==> config.mk <==
export PLATFORM = sky130hd
export DESIGN_NAME = mem_copier_flat
export DESIGN_NICKNAME = d
export VERILOG_FILES = /design/src/rtl/mem_copier_if.sv /design/src/rtl/mem_copier.sv /design/src/flat_wrapper.sv
export SDC_FILE = /design/constraint.sdc
export NUM_CORES = 1
export LEC_CHECK = 0
export CORE_MARGIN = 2
export CORE_UTILIZATION = 59
export CTS_CLUSTER_SIZE = 16
export DETAILED_ROUTE_END_ITERATION = 7
export PLACE_DENSITY = 0.89
export SLEW_MARGIN = 20
export SYNTH_ARGS = -nofsm -noshare
export SYNTH_HDL_FRONTEND = slang
export SYNTH_SLANG_ARGS = --single-unit
==> constraint.sdc <==
create_clock -name Clk -period 3.82 [get_ports Clk]
set_input_delay 0.764 -clock Clk [delete_from_list [all_inputs] [get_ports Clk]]
set_output_delay 0.764 -clock Clk [all_outputs]
set_load 0.005 [all_outputs]
==> src/rtl/mem_copier_if.sv <==
// Memory-side bus of the copier: one shared address, a write strobe,
// write data out and combinational read data back.
interface mem_copier_if #(
    parameter int W = 8,
    parameter int A = 8
);
    logic [A-1:0] MemAddress;
    logic         MemWriteEn;
    logic [W-1:0] MemWrData;
    logic [W-1:0] MemRdData;

    modport master (
        output MemAddress,
        output MemWriteEn,
        output MemWrData,
        input  MemRdData
    );

    modport slave (
        input  MemAddress,
        input  MemWriteEn,
        input  MemWrData,
        output MemRdData
    );
endinterface

==> src/rtl/mem_copier.sv <==
// Byte-at-a-time memory copier. One read cycle then one write cycle per
// byte, ascending addresses, so overlapping regions replicate forward.
// The memory bus outputs are registered: each state's address/strobe is
// loaded on the edge that enters that state.
module mem_copier #(
    parameter int W = 8,
    parameter int A = 8
) (
    input  logic         Clk,
    input  logic         Reset,
    input  logic         Start,
    input  logic [A-1:0] SrcAddr,
    input  logic [A-1:0] DstAddr,
    input  logic [A:0]   Length,
    output logic         Busy,
    output logic         Done,
    mem_copier_if.master Mem
);

    typedef enum logic [1:0] {
        IDLE,
        READ,
        WRITE,
        DONE
    } state_t;

    state_t       state;
    logic [A-1:0] src;
    logic [A-1:0] dst;
    logic [A:0]   len;
    logic [A:0]   cnt;
    logic [A:0]   cntInc;
    logic [W-1:0] hold;
    logic [A-1:0] addr;
    logic         wrEn;
    logic [A-1:0] readAddrNext;
    logic [A-1:0] writeAddr;

    // Next byte index and the wrapped addresses the FSM loads into the bus.
    always_comb begin
        cntInc       = cnt + {{A{1'b0}}, 1'b1};
        readAddrNext = src + cntInc[A-1:0];
        writeAddr    = dst + cnt[A-1:0];
    end

    assign Mem.MemAddress = addr;
    assign Mem.MemWriteEn = wrEn;
    assign Mem.MemWrData  = wrEn ? hold : '0;

    // Copy sequencer; the bus and status outputs are registered alongside the state.
    always_ff @(posedge Clk) begin
        if (Reset) begin
            state <= IDLE;
            src   <= '0;
            dst   <= '0;
            len   <= '0;
            cnt   <= '0;
            hold  <= '0;
            addr  <= '0;
            wrEn  <= 1'b0;
            Busy  <= 1'b0;
            Done  <= 1'b0;
        end else begin
            case (state)
                IDLE: begin
                    if (Start) begin
                        src <= SrcAddr;
                        dst <= DstAddr;
                        len <= Length;
                        cnt <= '0;
                        if (Length != '0) begin
                            state <= READ;
                            Busy  <= 1'b1;
                            addr  <= SrcAddr;
                        end else begin
                            state <= DONE;
                            Done  <= 1'b1;
                        end
                    end
                end
                READ: begin
                    hold  <= Mem.MemRdData;
                    state <= WRITE;
                    addr  <= writeAddr;
                    wrEn  <= 1'b1;
                end
                WRITE: begin
                    cnt  <= cntInc;
                    wrEn <= 1'b0;
                    if (cntInc == len) begin
                        state <= DONE;
                        Busy  <= 1'b0;
                        Done  <= 1'b1;
                        addr  <= '0;
                    end else begin
                        state <= READ;
                        addr  <= readAddrNext;
                    end
                end
                DONE: begin
                    Done  <= 1'b0;
                    state <= IDLE;
                end
                default: begin
                    state <= IDLE;
                    addr  <= '0;
                    wrEn  <= 1'b0;
                    Busy  <= 1'b0;
                    Done  <= 1'b0;
                end
            endcase
        end
    end

endmodule

==> src/flat_wrapper.sv <==
// flat-port wrapper written by rule: the top's interface ports become plain ports
module mem_copier_flat 
#(
    parameter int W = 8,
    parameter int A = 8
)
  (Clk, Reset, Start, SrcAddr, DstAddr, Length, Busy, Done, Mem_MemAddress, Mem_MemWriteEn, Mem_MemWrData, Mem_MemRdData);
  mem_copier_if #(.W(W), .A(A)) Mem_i ();
  input  logic Clk;
  input  logic Reset;
  input  logic Start;
  input  logic [A-1:0] SrcAddr;
  input  logic [A-1:0] DstAddr;
  input  logic [A:0] Length;
  output logic Busy;
  output logic Done;
  output wire logic [$bits(Mem_i.MemAddress)-1:0] Mem_MemAddress;
  output wire logic [$bits(Mem_i.MemWriteEn)-1:0] Mem_MemWriteEn;
  output wire logic [$bits(Mem_i.MemWrData)-1:0] Mem_MemWrData;
  input wire logic [$bits(Mem_i.MemRdData)-1:0] Mem_MemRdData;
  assign Mem_MemAddress = Mem_i.MemAddress;
  assign Mem_MemWriteEn = Mem_i.MemWriteEn;
  assign Mem_MemWrData = Mem_i.MemWrData;
  assign Mem_i.MemRdData = Mem_MemRdData;
  mem_copier #(.W(W), .A(A)) u_core (.Clk(Clk), .Reset(Reset), .Start(Start), .SrcAddr(SrcAddr), .DstAddr(DstAddr), .Length(Length), .Busy(Busy), .Done(Done), .Mem(Mem_i));
endmodule
-- Yosys cells after proc, flatten, opt, wreduce, memory -nomap -nowiden
Index checks and enable logic that the tools add are counted.
- register bits: 55
- input bits: 36
- output and inout bits: 19
- logic and storage cells: 52
- $add $sub $neg: 3
- reductions and logical operators: 11
- eq/ne operators: 8
- mux-type cells: 20
- operator list (operator ; number):
    two-way mux 8 bit ; 4
    one-hot mux 8 bit (3 select lines) ; 1
    one-hot mux 9 bit (2 select lines) ; 1
    adder 8 bit ; 2
    adder 9 x 1 -> 9 bit, second input constant ; 1
    == test 9 bit ; 1
    two-way mux 9 bit ; 1
    nonzero test 9 bit ; 1
    one-hot mux 2 bit (4 select lines) ; 1
    AND reduction 4 bit ; 2
    two-way mux 1 bit ; 6
    two-way mux 2 bit ; 3
    nonzero test 3 bit ; 2
    == test 2 bit, second input constant ; 2
    != test 2 x 1 -> 1 bit, second input constant ; 2
    != test 2 bit, second input constant ; 2
    one-hot mux 1 bit (2 select lines) ; 2
    AND reduction 2 bit ; 2
    nonzero test 2 bit ; 2
    one-hot mux 1 bit (3 select lines) ; 1
    AND reduction 3 bit ; 1
    == test 2 x 1 -> 1 bit, second input constant ; 1
    zero test 2 bit ; 1

-- Logic depth before layout (Yosys ltp)
- depth in word-level cells: 4
- depth in mapped cells: 10
- depth with buffers taken out: 10

-- Worst setup path before layout
No wires, ideal clock.
- kind: input port to flip-flop
- start point: in Length[2]
- end point: reg u_core.Done
- path buffers: 0
- path slack: 1.204 ns
- arrival time: 2.492 ns
- library setup time: 0.123 ns
- stages: 6
- required time: 3.697 ns
- cell sequence: or4_4 > nor4_4 > nand2_2 > a211o_1 > o32ai_2 > mux2_1
- word-level cells in the longest chain between the ends: 3
- ends and longest elaborated chain (element ; line ; text):
    from (decl) ; flat_wrapper.sv:14 ; input logic [A:0] Length;
    nonzero test 9 bit ; mem_copier.sv:71 ; if (Length != '0) begin
    != test 2 bit (no source line) ; - ;
    AND reduction 4 bit (no source line) ; - ;
    to (signal assigned) ; mem_copier.sv:62 ; Done <= 1'b0;
    to (signal assigned) ; mem_copier.sv:77 ; Done <= 1'b1;
    to (signal assigned) ; mem_copier.sv:93 ; Done <= 1'b1;
    to (decl) ; mem_copier.sv:16 ; output logic Done,
Every way passes these cells.
A chain may end at the register's enable or synchronous reset.

-- Worst setup path in the final report
- start point: reg u_core.cnt[0]
- end point: reg u_core.addr[6], in the netlist u_core.Mem.MemAddress[6]
- word-level cells in the longest chain between the ends: 4
- elaborated cells on any way between the ends: 6
- classes of those cells: add/sub: 3; eq/ne: 1; mux: 2
- ends and longest elaborated chain (element ; line ; text):
    from (decl) ; mem_copier.sv:31 ; logic [A:0] cnt;
    from (signal assigned) ; mem_copier.sv:88 ; cnt <= cntInc;
    adder 9 x 1 -> 9 bit ; mem_copier.sv:41 ; cntInc = cnt + {{A{1'b0}}, 1'b1};
    adder 8 bit or == test 9 bit (tied branches) ; mem_copier.sv:42, mem_copier.sv:90 ;
    two-way mux 8 bit ; mem_copier.sv:90 ; if (cntInc == len) begin
    one-hot mux 8 bit (3 select lines) (*) ; mem_copier.sv:64 ; case (state)
    to (signal assigned) ; mem_copier.sv:74 ; addr <= SrcAddr;
    to (signal assigned) ; mem_copier.sv:84 ; addr <= writeAddr;
    to (signal assigned) ; mem_copier.sv:97 ; addr <= readAddrNext;
    to (decl) ; mem_copier.sv:34 ; logic [A-1:0] addr;
Mark *: on every way between the ends. The rest lies on a longest branch, timed or not.

==> results_tabular.tex <==
\begin{tabular}{lr}
\hline
Metric & Value \\
\hline
\multicolumn{2}{l}{\textbf{Worst hold path}} \\
Hold Path Cell Cnt & 2 \\
Hold Crit Start & u\_core.dst[2] \\
Path class of the lowest-slack min-delay path & flip-flop to flip-flop \\
End of the worst hold path & u\_core.dst[2] \\
\multicolumn{2}{l}{\textbf{Route}} \\
Drt initial violations & approximately 280 \\
Drt pass-1 iters & 4 \\
Ratio of routed vias to standard cells & approximately 6 \\
Remaining antenna violation count & 0 \\
Overall routed net length & around 9.5 mm \\
Total number of vias & $\sim$3400 \\
Remaining DRCs & 0 \\
Post-DR wirelength/cell & about 17 um \\
\multicolumn{2}{l}{\textbf{GRT}} \\
Global route total overflow & 0 \\
Via count of the first global-routing pass & between 3000 and 4000 \\
Number of antenna violations at the first check in global routing & 0 \\
Wire length of the first global-routing pass & $\sim$15 mm \\
Total track usage & slightly below 30\% \\
Largest net degree at the start of global routing & 38 \\
\multicolumn{2}{l}{\textbf{Place}} \\
Worst setup slack after placement & approximately 0.53 ns \\
\# port buffers & 54 \\
Detailed placement HPWL & around 6.8 mm \\
Final Wtd Congestion & roughly 1.0 \\
Number of cells in the design after placement & 546 \\
\multicolumn{2}{l}{\textbf{Clock network}} \\
Quantity of gates resized following cts & 0 \\
CTS Buf Count & 5 \\
Clock-pin slew reported for the worst setup and hold paths after clock tree synthesis & 0.10 ns \\
Max Buffers Root-to-Sink & 2 \\
Clock latency on the worst-skew pair & slightly above 0.3 ns \\
Buffers inserted during post-CTS setup optimization & 0 \\
Clock sinks & 55 \\
Count of H-tree levels built during CTS & 2 \\
CTS tree & done \\
Clock Root Buffer & sky130\_fd\_sc\_hd\_\_clkbuf\_8 \\
Cts hold-fix bufs & 0 \\
\multicolumn{2}{l}{\textbf{Timing}} \\
Setup repair after global routing missed its margin & no \\
Setup total negative slack & 0 ns \\
Max Fclk & 324 MHz \\
Post-route clock skew & about 0.0086 ns \\
Count of final hold-check violations & 0 \\
Final clock period utilization by the worst path & between 80\% and 90\% \\
Final critical-path setup slack & between 0.7 and 0.8 ns \\
Final critical-path required period & slightly above 3 ns \\
Final setup viols & 0 \\
Final Max Slew Viols & 0 \\
Worst Tran Pin Value & between 1 and 1.5 ns \\
Max-slew headroom at the worst pin & about 33\% \\
\multicolumn{2}{l}{\textbf{Yosys}} \\
Post-synthesis async set-or-reset flop share & 0\% \\
Register bit count reported by yosys & 55 \\
Leading cell type by number of instances after synthesis & sky130\_fd\_sc\_hd\_\_nand2\_1 \\
Syn Nets & a little under 500 \\
Adder and majority cell fraction of the synthesized area & approximately 8.2\% \\
Area share of the largest cell type after synthesis & a little under a third \\
Gate count of the mapped netlist & approximately 440 \\
XOR/XNOR Fraction of Synth Area & 7.09\% \\
Largest family of logic cells by synthesized area & simple AND/OR/NAND/NOR gates \\
Biggest area contributors in the synthesized netlist & sky130\_fd\_sc\_hd\_\_dfxtp\_1 31\%, sky130\_fd\_sc\_hd\_\_nand2\_1 7.5\%, sky130\_fd\_sc\_hd\_\_ha\_1 7.1\% \\
Dominant cell type by area after synthesis & sky130\_fd\_sc\_hd\_\_dfxtp\_1 \\
Prevailing post-synth register cell & sky130\_fd\_sc\_hd\_\_dfxtp\_1 \\
Post-synthesis sequential area ratio & a little under a third \\
Multiplexer share of the synthesized area & under 10\% \\
Simple logic cell fraction of the synthesized area & between 20 and 25\% \\
Compound-gate portion of the synthesized area & 21.3\% \\
Synth warn & 0 \\
Number of synthesized flops with an enable pin & 0 \\
Post-synthesis area per instance & about 8 um2 \\
Synth unique cells & between 60 and 70 \\
Netlist area before placement & $\sim$0.0035 mm2 \\
Ranking of synthesized cells by instance count & 71 x sky130\_fd\_sc\_hd\_\_nand2\_1, 55 x sky130\_fd\_sc\_hd\_\_dfxtp\_1, 38 x sky130\_fd\_sc\_hd\_\_a21oi\_1 \\
\multicolumn{2}{l}{\textbf{Power and ir drop}} \\
Relative contribution of the clock network to total power & $\sim$16\% \\
Combinational share of power & roughly 50\% \\
Share of power burned in registers & between 30\% and 40\% \\
Power density cells & roughly 570 mW/mm2 \\
Internal power contribution & 1.41 mW \\
P\_leak & 1.66 nW \\
Switching Fraction & between 40\% and 50\% \\
Peak supply drop & between 0.0004 and 0.0005 V \\
Switching power total & between 0.9 and 1 mW \\
\multicolumn{2}{l}{\textbf{Final layout}} \\
Fill cell total of the finished layout & a little under 500 \\
Number of cells in the finished layout apart from fillers & around 550 \\
Fin nets & between 500 and 600 \\
Inserted Diodes & 0 \\
Post-synthesis to final-layout area growth & 18.6\% \\
Share of final-layout standard cells stronger than drive strength 1 & around 4.0\% \\
\multicolumn{2}{l}{\textbf{Floorplan}} \\
Starting Density & a little over 60\% \\
Horizontal die dimension & 81.5 um \\
Area inside the core boundary & 0.00585 mm2 \\
Height of the chip & 81.5 um \\
Num ports & 55 \\
Die Outline Area & approximately 0.0066 mm2 \\
Row cnt & 28 \\
\multicolumn{2}{l}{\textbf{Setup path}} \\
Required @ worst endpoint & 4.01 ns \\
Critical-path cell with the highest stage delay & sky130\_fd\_sc\_hd\_\_dfxtp\_1 \\
Crit Path Class & flip-flop to flip-flop \\
Chain of cells forming the critical path & ha\_1, xor2\_1, ha\_1, nor2b\_1, o21a\_1, o21ai\_0, a21oi\_1, a2111oi\_0, o31ai\_1 \\
Arrival time of data at the critical path endpoint & around 3.3 ns \\
Most Frequent Cell on Critical Path & sky130\_fd\_sc\_hd\_\_ha\_1 \\
Top fanout value on the critical path & 6 \\
Element type at the critical path start & flip-flop \\
R2R Setup Slk & roughly 0.73 ns \\
FF-to-FF Start & u\_core.cnt[0] \\
Setup crit end kind & flip-flop \\
Delay contributed by the slowest stage of the critical path & about 0.54 ns \\
Worst-case reg-to-reg path depth & 9 \\
Endpoint of the worst register-to-register path & u\_core.Mem.MemAddress[6] \\
\multicolumn{2}{l}{\textbf{Job}} \\
Maximum capacitance violations & 0 \\
\multicolumn{2}{l}{\textbf{Status}} \\
Status & complete, no violations \\
\hline
\end{tabular}
## kinds of logic after synthesis
logic type	Yosys count
mux	14
fa+ha+maj	22
simple gates	170
xor+xnor	24
buf+inv	36
flops	55
compound gates	116
## through the flow
| step | hold slack (ns) | area (um2) | utilization, % | total power, mW |
|---|---|---|---|---|
| 6_report | 0.468 | 4210 | 71.9 | 2.41 |
| 3_5_place_dp | 0.452 | 4100 | 70.0 | 2.00 |
| 5_1_grt | 0.501 | 4210 | 71.9 | 2.55 |
| 2_1_floorplan | 0.436 | 3550 | - | 1.60 |
| 4_1_cts | 0.466 | 4200 | 71.8 | 2.38 |
| 3_3_place_gp | 0.447 | 4100 | 70.0 | 1.95 |
## cell usage in the layout, fill, tap and decap left out, drive strengths merged, types with 3 or more instances in the layout
cell	instances
clkdlybuf4s50	53
buf	4
nor2b	12
ha	20
o21ai	21
nor3b	5
inv	13
xnor2	12
nand4	3
xnor3	3
mux2i	13
o22ai	6
a21oi	38
nand3	9
a211o	3
nor3	6
xor2	9
o21bai	3
o211ai	3
a21o	6
a211oi	8
and2	14
dfxtp	55
or3	4
a2bb2oi	3
nand2	72
nor2	30
nand2b	4
clkbuf	6
o21a	3
o31ai	5
## per-layer routing
layer  share of wire, %  global-route usage (%)
met5                  0                       0
met4                3.1                    12.2
met3                7.0                    3.63
met2                 48                    49.6
met1                 42                    36.6
## flip-flops by register name (all words and copies together) (netlist names)
signal	count
u_core.Done	1
u_core.state	2
u_core.Mem.MemWriteEn	1
u_core.Mem.MemAddress	8
u_core.dst	8
u_core.len	9
u_core.cnt	9
u_core.hold	8
u_core.Busy	1
u_core.src	8
## power by group through the flow
stage | logic, mW | clock network [mW] | registers [mW]
floorplan | 0.799 | 0 | 0.800
global placement | 1.13 | 0 | 0.823
detailed placement | 1.17 | 0 | 0.828
CTS | 1.18 | 0.382 | 0.816
global route | 1.32 | 0.402 | 0.833
finish | 1.21 | 0.384 | 0.817
## layout make-up
| cell class | instances | area, um2 | area share (%) |
|---|---|---|---|
| clock buffer | 6 | 72.6 | 1.73 |
| clock inverter | 1 | 30.0 | 0.714 |
| inverter | 13 | 48.8 | 1.16 |
| multi-input combinational | 346 | 2300 | 54.7 |
| sequential | 55 | 1100 | 26.2 |
| tap | 75 | 93.8 | 2.23 |
| timing repair buffer | 57 | 558 | 13.3 |
## worst max path at each step
stage | end | start | slack, ns
after detailed placement | u_core.Mem.MemAddress[7] | Length[2] | 0.53
after floorplan | u_core.Done | Length[2] | 1.20
final | u_core.Mem.MemAddress[6] | u_core.cnt[0] | 0.73
after CTS | u_core.Mem.MemAddress[6] | u_core.cnt[0] | 0.79
after global routing | u_core.Mem.MemAddress[6] | u_core.cnt[0] | 0.60
after global placement | u_core.Mem.MemAddress[2] | Length[2] | 0.68
## worst max-delay path: cells and delay by family, from the launching register on
kind	cells	cell delay, ns
simple gates	1	0.16
xor+xnor	1	0.34
fa+ha+maj	2	0.71
flops	1	0.54
compound gates	5	1.20
Power figures use the tool's default switching activity.
